**config.mk**
```make
export PLATFORM = sky130hd
export DESIGN_NAME = elevator_dispatcher_flat
export DESIGN_NICKNAME = d
export VERILOG_FILES = /design/src/rtl/elevator_pkg.sv /design/src/rtl/elevator_dispatcher_if.sv /design/src/rtl/elevator_scan_pick.sv /design/src/rtl/elevator_dispatcher.sv /design/src/flat_wrapper.sv
export SDC_FILE = /design/constraint.sdc
export NUM_CORES = 1
export LEC_CHECK = 0
export CORE_MARGIN = 8
export CORE_UTILIZATION = 30
export CTS_CLUSTER_SIZE = 12
export DETAILED_ROUTE_END_ITERATION = 10
export GPL_TIMING_DRIVEN = 0
export REMOVE_ABC_BUFFERS = 1
export SLEW_MARGIN = 30
export SYNTH_ARGS = -nofsm -noshare
export SYNTH_HDL_FRONTEND = slang
export SYNTH_HIERARCHICAL = 1
export SYNTH_SLANG_ARGS = --single-unit
```
**constraint.sdc**
```tcl
create_clock -name clk -period 2.91 [get_ports clk]
set_input_delay 0.873 -clock clk [delete_from_list [all_inputs] [get_ports clk]]
set_output_delay 0.873 -clock clk [all_outputs]
set_load 0.02 [all_outputs]
```
**src/rtl/elevator_pkg.sv**
```systemverilog
// elevator_pkg: shared widths, direction encoding and dispatcher states
package elevator_pkg;
  localparam int FLOOR_W = 3;
  localparam int MAX_FLOORS = 8;
  typedef enum logic [1:0] {DIR_IDLE = 2'b00, DIR_UP = 2'b01, DIR_DN = 2'b10} dir_t;
  typedef enum logic [1:0] {S_IDLE, S_STEP, S_EVAL, S_DOOR} state_t;
endpackage

```
**src/rtl/elevator_dispatcher_if.sv**
```systemverilog
// elevator_dispatcher_if: request inputs and motion-unit step handshake
interface elevator_dispatcher_if;
  import elevator_pkg::*;
  logic               car_req_valid;
  logic [FLOOR_W-1:0] car_req_floor;
  logic               hall_req_valid;
  logic [FLOOR_W-1:0] hall_req_floor;
  logic               step_req;
  logic               step_up;
  logic               step_ack;
  modport master (output car_req_valid, car_req_floor, hall_req_valid, hall_req_floor, step_ack,
                  input step_req, step_up);
  modport slave (input car_req_valid, car_req_floor, hall_req_valid, hall_req_floor, step_ack,
                 output step_req, step_up);
endinterface

```
**src/rtl/elevator_scan_pick.sv**
```systemverilog
// elevator_scan_pick: flags pending floors at, above and below the car
module elevator_scan_pick
  import elevator_pkg::*;
(
  input  logic [MAX_FLOORS-1:0] i_pending,
  input  logic [FLOOR_W-1:0]    i_cur_floor,
  output logic                  o_any_above,
  output logic                  o_any_below,
  output logic                  o_hit_cur
);
  logic [MAX_FLOORS-1:0] w_cur_bit;
  logic [MAX_FLOORS-1:0] w_below_mask;
  assign w_cur_bit    = 8'd1 << i_cur_floor;
  assign w_below_mask = w_cur_bit - 8'd1;
  assign o_hit_cur    = i_pending[i_cur_floor];
  assign o_any_below  = |(i_pending & w_below_mask);
  assign o_any_above  = |(i_pending & ~w_below_mask & ~w_cur_bit);
endmodule

```
**src/rtl/elevator_dispatcher.sv**
```systemverilog
// elevator_dispatcher: single-car scan dispatcher with door dwell and step handshake
module elevator_dispatcher
  import elevator_pkg::*;
#(
  parameter int NUM_FLOORS   = 8,
  parameter int DWELL_CYCLES = 4
) (
  input  logic                  clk,
  input  logic                  rst_n,
  elevator_dispatcher_if.slave  bus,
  output logic [FLOOR_W-1:0]    cur_floor,
  output logic [1:0]            dir,
  output logic                  door_open,
  output logic [MAX_FLOORS-1:0] pending
);
  localparam int CNT_W = $clog2(DWELL_CYCLES + 1);
  state_t                r_state, w_state;
  dir_t                  r_dir, w_dir;
  logic [FLOOR_W-1:0]    r_cur, w_cur;
  logic [MAX_FLOORS-1:0] r_pending, w_pending;
  logic [CNT_W-1:0]      r_cnt, w_cnt;
  logic [MAX_FLOORS-1:0] w_req, w_cur_bit;
  logic                  w_car_ok, w_hall_ok, w_cur_req;
  logic                  w_above, w_below, w_hit, w_ahead, w_behind;
  elevator_scan_pick u_scan (
    .i_pending   (r_pending),
    .i_cur_floor (r_cur),
    .o_any_above (w_above),
    .o_any_below (w_below),
    .o_hit_cur   (w_hit)
  );
  assign w_car_ok  = bus.car_req_valid && (int'(bus.car_req_floor) < NUM_FLOORS);
  assign w_hall_ok = bus.hall_req_valid && (int'(bus.hall_req_floor) < NUM_FLOORS);
  assign w_req     = (w_car_ok ? 8'd1 << bus.car_req_floor : 8'd0) |
                     (w_hall_ok ? 8'd1 << bus.hall_req_floor : 8'd0);
  assign w_cur_bit = 8'd1 << r_cur;
  assign w_cur_req = |(w_req & w_cur_bit);
  // IDLE behaves like EVAL with no direction, so "ahead" degrades to "above"
  assign w_ahead   = (r_dir == DIR_DN) ? w_below : w_above;
  assign w_behind  = (r_dir == DIR_DN) ? w_above : w_below;
  always_comb begin
    w_state   = r_state;
    w_dir     = r_dir;
    w_cur     = r_cur;
    w_cnt     = r_cnt;
    w_pending = r_pending | ((r_state == S_DOOR) ? w_req & ~w_cur_bit : w_req);
    case (r_state)
      S_IDLE, S_EVAL: begin
        if (w_hit) begin
          w_state   = S_DOOR;
          w_cnt     = '0;
          w_pending = w_pending & ~w_cur_bit;
        end else if (w_ahead) begin
          w_state = S_STEP;
          w_dir   = (r_dir == DIR_DN) ? DIR_DN : DIR_UP;
        end else if (w_behind) begin
          w_state = S_STEP;
          w_dir   = (r_dir == DIR_DN) ? DIR_UP : DIR_DN;
        end else begin
          w_state = S_IDLE;
          w_dir   = DIR_IDLE;
        end
      end
      S_STEP: if (bus.step_ack) begin
        w_cur   = (r_dir == DIR_UP) ? r_cur + 3'd1 : r_cur - 3'd1;
        w_state = S_EVAL;
      end
      S_DOOR: begin
        if (w_cur_req) w_cnt = '0;
        else if (r_cnt == CNT_W'(DWELL_CYCLES - 1)) w_state = S_EVAL;
        else w_cnt = r_cnt + 1'b1;
      end
      default: w_state = S_IDLE;
    endcase
  end
  always_ff @(posedge clk or negedge rst_n) begin
    if (!rst_n) begin
      r_state   <= S_IDLE;
      r_dir     <= DIR_IDLE;
      r_cur     <= '0;
      r_pending <= '0;
      r_cnt     <= '0;
    end else begin
      r_state   <= w_state;
      r_dir     <= w_dir;
      r_cur     <= w_cur;
      r_pending <= w_pending;
      r_cnt     <= w_cnt;
    end
  end
  assign bus.step_req = (r_state == S_STEP);
  assign bus.step_up  = (r_dir == DIR_UP);
  assign door_open    = (r_state == S_DOOR);
  assign cur_floor    = r_cur;
  assign dir          = r_dir;
  assign pending      = r_pending;
endmodule

```
**src/flat_wrapper.sv**
```systemverilog
// flat-port wrapper written by rule: the top's interface ports become plain ports
module elevator_dispatcher_flat import elevator_pkg::*;
#(
  parameter int NUM_FLOORS   = 8,
  parameter int DWELL_CYCLES = 4
)
  (clk, rst_n, cur_floor, dir, door_open, pending, bus_car_req_valid, bus_car_req_floor, bus_hall_req_valid, bus_hall_req_floor, bus_step_ack, bus_step_req, bus_step_up);
  elevator_dispatcher_if bus_i ();
  input  logic clk;
  input  logic rst_n;
  output logic [FLOOR_W-1:0] cur_floor;
  output logic [1:0] dir;
  output logic door_open;
  output logic [MAX_FLOORS-1:0] pending;
  input wire logic [$bits(bus_i.car_req_valid)-1:0] bus_car_req_valid;
  input wire logic [$bits(bus_i.car_req_floor)-1:0] bus_car_req_floor;
  input wire logic [$bits(bus_i.hall_req_valid)-1:0] bus_hall_req_valid;
  input wire logic [$bits(bus_i.hall_req_floor)-1:0] bus_hall_req_floor;
  input wire logic [$bits(bus_i.step_ack)-1:0] bus_step_ack;
  output wire logic [$bits(bus_i.step_req)-1:0] bus_step_req;
  output wire logic [$bits(bus_i.step_up)-1:0] bus_step_up;
  assign bus_i.car_req_valid = bus_car_req_valid;
  assign bus_i.car_req_floor = bus_car_req_floor;
  assign bus_i.hall_req_valid = bus_hall_req_valid;
  assign bus_i.hall_req_floor = bus_hall_req_floor;
  assign bus_i.step_ack = bus_step_ack;
  assign bus_step_req = bus_i.step_req;
  assign bus_step_up = bus_i.step_up;
  elevator_dispatcher #(.NUM_FLOORS(NUM_FLOORS), .DWELL_CYCLES(DWELL_CYCLES)) u_core (.clk(clk), .rst_n(rst_n), .bus(bus_i), .cur_floor(cur_floor), .dir(dir), .door_open(door_open), .pending(pending));
endmodule
```
# --- Word-level counts from Yosys, hierarchy flattened ---
# Index checks and enable logic that the tools add are counted.
# Widths: inputs -> output; s select.
word_totals:
  inputBits: 11
  wordCells: 70
  reg_bits: 18
  output_inout_bits: 16
op_classes:
  shifts: 3
  order_cmp: 1
  eq_ne: 11
  bitwise_logic: 11
  n_mux: 25
  add_sub_neg: 4
  reduce_logical: 10
op_table:
  columns: ["op", "n"]
  rows:
  - ["$and 8x8->8", 6]
  - ["$mux 8", 5]
  - ["$reduce_or 8->1", 3]
  - ["$shl 1x3->8 const A", 3]
  - ["$mux 2", 9]
  - ["$not 8->8", 2]
  - ["$or 8x8->8", 2]
  - ["$mux 3", 4]
  - ["$sub 8x1->8 const B", 1]
  - ["$add 3x1->3 const B", 2]
  - ["$eq 2x2->1 const B", 3]
  - ["$ne 2x2->1 const B", 3]
  - ["$pmux 2 s3", 1]
  - ["$pmux 3 s2", 1]
  - ["$reduce_and 3->1", 2]
  - ["$eq 2x1->1 const B", 2]
  - ["$lt 3x4->1 const B", 1]
  - ["$mux 1", 4]
  - ["$reduce_and 2->1", 2]
  - ["$bmux 1 s3", 1]
  - ["$eq 3x2->1 const B", 1]
  - ["$ne 3x2->1 const B", 1]
  - ["$sub 3x1->3 const B", 1]
  - ["$logic_not 2->1", 1]
  - ["other kinds (4)", 4]

# --- Depth between registers and ports, before layout ---
logic_depth:
  depth_word: 11
  ltp_mapped: 12
  depth_no_buf: 10

# --- Cells and area by module ---
# Netlist, hierarchy kept.
by_module_without_submodules:
  columns: ["mod", "area_each_um2", "cells_per_inst", "instances", "seq_area_each_um2"]
  rows:
  - ["elevator_dispatcher", 1243.7, 126, 1, 450.4]
  - ["elevator_scan_pick", 351.6, 48, 1, 0.0]

# --- Least setup slack after synthesis ---
# Ideal clock, no wire load.
synth_path:
  path_kind: "reg2reg"
  startpoint: "register u_core.r_cur[1] (netlist: u_core/cur_floor[1])"
  endpoint: "register u_core.r_dir[0] (netlist: u_core/dir[0])"
  setup_time_ps: 125
  period_less_slack_ps: 2265
  setup_slack_ps: 645
  required_ps: 2785
  stages_incl_launch_ff: 13
  arrival_ps: 2140
  n_path_buf: 2
  cell_sequence: "dfrtp_1 > buf_4 > nor2_4 > nand2_1 > ha_1 > buf_2 > or3_1 > a21boi_0 > o21ai_0 > nand3_1 > nand2_1 > a21oi_1 > nor2_1"
synth_via:
  word_cells_on_any_way: 17
  classes_between: "add/sub: 1; shift: 1; mux: 6; bitwise: 6; reduce/logical: 3"
synth_lines:
  columns: ["item", "line", "rtl"]
  rows:
  - ["start, declared", "elevator_dispatcher.sv:19", "logic [FLOOR_W-1:0] r_cur, w_cur;"]
  - ["start signal, assigned", "elevator_dispatcher.sv:86", "r_cur <= w_cur;"]
  - ["$shl 1x3->8 *", "elevator_scan_pick.sv:13", "assign w_cur_bit = 8'd1 << i_cur_floor;"]
  - ["$sub 8x1->8 *", "elevator_scan_pick.sv:14", "assign w_below_mask = w_cur_bit - 8'd1;"]
  - ["$and 8x8->8 *", "elevator_scan_pick.sv:16", "assign o_any_below = |(i_pending & w_below_mask);"]
  - ["$reduce_or 8->1 *", "elevator_scan_pick.sv:16", null]
  - ["named net u_core.w_below", "elevator_dispatcher.sv:24", "logic w_above, w_below, w_hit, w_ahead, w_behind;"]
  - ["$mux 1", "elevator_dispatcher.sv:40", "assign w_behind = (r_dir == DIR_DN) ? w_above : w_below;"]
  - ["$mux 2", "elevator_dispatcher.sv:56", "end else if (w_behind) begin"]
  - ["$mux 2 *", "elevator_dispatcher.sv:53", "end else if (w_ahead) begin"]
  - ["end signal, assigned", "elevator_dispatcher.sv:85", "r_dir <= w_dir;"]
  - ["end, declared", "elevator_dispatcher.sv:18", "dir_t r_dir, w_dir;"]
# Mark *: on every way through the listed nets, which the timed path passes. The rest lies on a longest branch. The select of a mux whose other input is x is not followed.
# A chain may end at the register's enable or synchronous reset.

# --- Worst setup path in the final report ---
layout_path:
  startpoint: "register u_core.r_state[0]"
  endpoint: "output port door_open"
layout_via:
  elab_chain_len: 1
layout_lines:
  columns: ["item", "line", "rtl"]
  rows:
  - ["start, declared", "elevator_dispatcher.sv:17", "state_t r_state, w_state;"]
  - ["start signal, assigned", "elevator_dispatcher.sv:84", "r_state <= w_state;"]
  - ["$eq 2x2->1", "elevator_dispatcher.sv:93", "assign door_open = (r_state == S_DOOR);"]
  - ["end, declared", "flat_wrapper.sv:13", "output logic door_open;"]
# Every way passes these cells.

==> metrics list <==
- The flow ran to the end, and the final reports show no timing, DRC or antenna violations.
- Reg-to-Reg End: u_core/dir[1]$_DFFE_PN0P_
- In this run the number of H-tree levels came out at 1.
- In the synthesized netlist the async set-or-reset flop fraction comes to 100.0%.
* Fraction of the core area covered by cells at the end of the flow: 37.80%
* Cell area after technology mapping: 1595 um^2
- Summed negative setup slack over all endpoints: 0 ns
- Top area cells in the synthesized netlist: dfrtp_1, a21oi_1, nand2_1, and4bb_2, mux4_1
* Detail-routed via count per cell: around 5.4
- In this run, CTS created clock tree buffers numbering 3.
- For the pin with the worst max-slew slack, the measured transition is 1.015 ns.
- Total inserted antenna cells: 0
* Worst path required time: 2.04 ns
- Total track usage: about a tenth
- First DRT Iteration DRCs: 114
- Setup repair after global routing left no endpoint under its margin.
* Layout cells sized above 1: 16.33%
* Number of cells produced by synthesis: 174
- The smallest clock period supported by the final layout is computed as 2.759 ns.
- Post-detailed-placement half-perimeter wirelength: ~2900 um
- Detailed routing inserted a total of 1,426 vias.
- Starting density of the core: 31.23%
- Synthesis-to-layout area growth: 21.02%
- Buffers inserted to repair hold after CTS numbered 0.
* Worst-case register-to-register setup slack: between 0.3 and 0.4 ns
- Together, buffers and inverters on the worst path number 2.
* Fraction of the yosys area taken by sequential cells: between 20 and 30%
- Maximum fanout along the worst path: 9
* Final instance count without filler cells: between 200 and 300
* Cell-by-cell trace of the critical path: nand2_1 -> clkinv_1 -> clkdlybuf4s50_1
- In this run the clock root is driven by a clkbuf_8.
- In this run the biggest area consumer among cell types represents 28.24% of the synthesized area.
- Count of max-cap constraint violations: 0
- Register-to-Register Path Depth: 10
- In this design, the stage delay of the slowest critical-path cell is between 0.6 and 0.7 ns.
- First-pass GRT wire length: 6617 um
* Max VDD drop: 0.4901 mV
- Final routed wire length divided by cell count: 15.15 um
- The detail route stage leaves a number of antenna-violating nets equal to 0.
- STA classifies the critical path startpoint as a flop.
- In this run the critical register-to-register path is launched from u_core/cur_floor[1]$_DFFE_PN0P_.
- Once layout is done, the placed cells without fillers occupy 1931 um^2.
- Pins over their slew limit: 0
* Static power due to leakage: a little over 0.7 nW
- Counting along the longest clock path gives a buffer depth of 2.
- Share of the cycle needed by the critical path after routing: 94.80%
- Clock tree from TritonCTS: done
- Initial antenna violation count: 0
* Placed cells: about 260
- Pin count of the biggest net entering global routing: 26
- Buffers added to address setup during post-CTS repair amount to 0.
- Class of the most critical setup path: flop to output pin
- Final nets: around 210
- Setup violations remaining at the end of the flow were counted as 0.
- Number of enable-type register cells in the synthesized netlist: 0
* CP endpoint kind: output pin
- Io pins: 27
* Data arrival time of the critical path: approximately 1.9 ns
- Number of global-route vias before repair: 1,318
* Total Die Area: roughly 7900 um^2
- In this run the horizontal extent of the chip is 88.92 um.
- Clock-pin slew was measured on the worst setup and hold paths at 0.08 ns.
- Summed over all layers, the global routing overflow is 0.
- After synthesis, the netlist uses 53 different library cells.
- The clock arrives with about 0.007 ns of skew.
* Core Region: between 5000 and 6000 um^2
* Count of input and output buffers: 26
* Top FF cell, synth: dfrtp_1
- The number of hold violations in the final report came to 0.
* Number of placement rows: 26
- Post-route DRC violation count: 0
- Sink count of the clock tree: 18
- During synthesis, Yosys emitted a total of 6 warnings.
- Dividing total power by cell area gives a power density of around 1100 nW/um^2.
- Depth of the critical timing path with buffers and inverters included: 3
- Library cell occupying the most area in the post-synthesis netlist: dfrtp_1
* Max Freq: around 360 MHz
- FF+latch count, synth: 18
- For the worst-skew pair, the clock arrives at the later sink with an insertion delay of 0.26 ns.
- At the end of routability-driven placement, the weighted congestion stood at 0.8016.
- Measured against its own limit, the worst slew margin works out to 32.21%.
- Die Span Y: 88.92 um
- Worst path slowest cell: clkdlybuf4s50_1
- Detailed-route wire length: 4031 um
- Delay-heaviest family, CP: buffers and inverters
* Standard cell area after detailed placement: 1877 um^2
* Per-instance average area after synthesis: 9.168 um^2
* Pre-Repair DR Iteration Count: 6
* Type of the tightest min-delay check: input pin to async pin
-- kinds of logic after synthesis --
| kind of cell | after synthesis | synth area share [%] |
|---|---|---|
| AND/OR/NAND/NOR | 78 | 33.02 |
| XOR/XNOR | 4 | 2.196 |
| buffers and inverters | 15 | 5.803 |
| flip-flops | 18 | 28.24 |
| adder cells (fa/ha/maj) | 4 | 3.608 |
| multiplexers | 4 | 4.706 |
| AO/OA/AOI/OAI | 51 | 22.43 |
-- cell usage after synthesis, types with 5 or more instances --
cell type and instances:
dfrtp_1 18, nand2_1 18, a21oi_1 16, nor2_1 9
inv_1 6, nor2b_1 6, and4bb_2 5, nor3_1 5
o21ai_0 5
-- metal layers --
metal | up-vias | GRT usage, % | share of wire, %
met5 | - | 0 | 0
met3 | 4 | 2.849 | 4.9
met2 | 28 | 17.45 | 47
met1 | 681 | 13.48 | 48
li1 | 713 | - | -
met4 | 0 | 1.382 | 0.35
-- worst max-delay path by stage --
stage                                         start                            end  slack, ns
floorplan           u_core/cur_floor[1]$_DFFE_PN0P_      u_core/dir[1]$_DFFE_PN0P_       0.48
global placement    u_core/cur_floor[0]$_DFFE_PN0P_  u_core/r_state[0]$_DFFE_PN0P_       0.13
detailed placement  u_core/cur_floor[0]$_DFFE_PN0P_      u_core/dir[1]$_DFFE_PN0P_       0.12
CTS                 u_core/cur_floor[0]$_DFFE_PN0P_                   cur_floor[0]       0.08
global route          u_core/r_state[0]$_DFFE_PN0P_                      door_open       0.03
finish                u_core/r_state[0]$_DFFE_PN0P_                      door_open       0.15
-- what timing repair did --
action                                  4_1_cts  5_1_grt
hold endpoints to repair                      0        0
endpoints found under the setup margin        0        3
gates resized for setup                       0        3
-- where the power goes --
group / internal, mW / switching, mW / total (mW) / leakage, nW
sequential: 0.359 / 0.261 / 0.621 / 0.194
clock: 0.120 / 0.0948 / 0.215 / 0.0288
combinational: 0.608 / 0.660 / 1.27 / 0.501
total: 1.09 / 1.02 / 2.10 / 0.723
-- sequential cells by signal (all words and copies together) (netlist names) --
signal,count
u_core/cur_floor,3
u_core/dir,2
u_core/r_state,2
u_core/r_cnt,3
u_core/pending,8
-- through the flow --
step | total power [mW] | hold slack [ns] | setup slack, ns
2_1_floorplan | 1.439 | 0.5222 | 0.4778
3_3_place_gp | 1.870 | 0.5370 | 0.1308
3_5_place_dp | 1.886 | 0.5439 | 0.1209
4_1_cts | 2.112 | 0.5553 | 0.08201
5_1_grt | 2.276 | 0.5633 | 0.03143
6_report | 2.103 | 0.5330 | 0.1515
-- layout make-up --
class	instances	area, um^2
Fill cell	516	3177
Multi-Input combinational cell	141	1052
Sequential cell	18	454.2
Timing Repair Buffer	26	255.2
Tap cell	70	87.58
Clock buffer	4	55.05
Inverter	7	26.28
-- cells in the final DEF (no fill, tap or decap), types with 2 or more instances in the layout --
cell | synthesis | routed
a211oi_1 | 2 | 2
a21boi_0 | 2 | 2
a21o_1 | 2 | 2
a21oi_1 | 16 | 16
a221oi_1 | 2 | 2
a22oi_1 | 3 | 3
a2bb2oi_1 | 4 | 4
and4bb_2 | 5 | 5
clkbuf_8 | 0 | 4
clkdlybuf4s50_1 | 0 | 25
dfrtp_1 | 18 | 15
dfrtp_2 | 0 | 3
ha_1 | 3 | 3
inv_1 | 6 | 6
mux2_2 | 2 | 2
mux4_1 | 2 | 2
nand2_1 | 18 | 18
nand2b_1 | 2 | 2
nand3_1 | 4 | 4
nand4_1 | 2 | 2
nand4b_1 | 4 | 4
nor2_1 | 9 | 9
nor2b_1 | 6 | 6
nor3_1 | 5 | 5
nor3b_2 | 4 | 4
nor4b_1 | 3 | 3
o21ai_0 | 5 | 5
o21ai_1 | 4 | 4
o22ai_1 | 2 | 2
o31ai_2 | 3 | 3
or2_2 | 4 | 4
or3_1 | 2 | 2
xnor2_1 | 2 | 2
xor2_1 | 2 | 2
(Power assumes the default switching activity.)
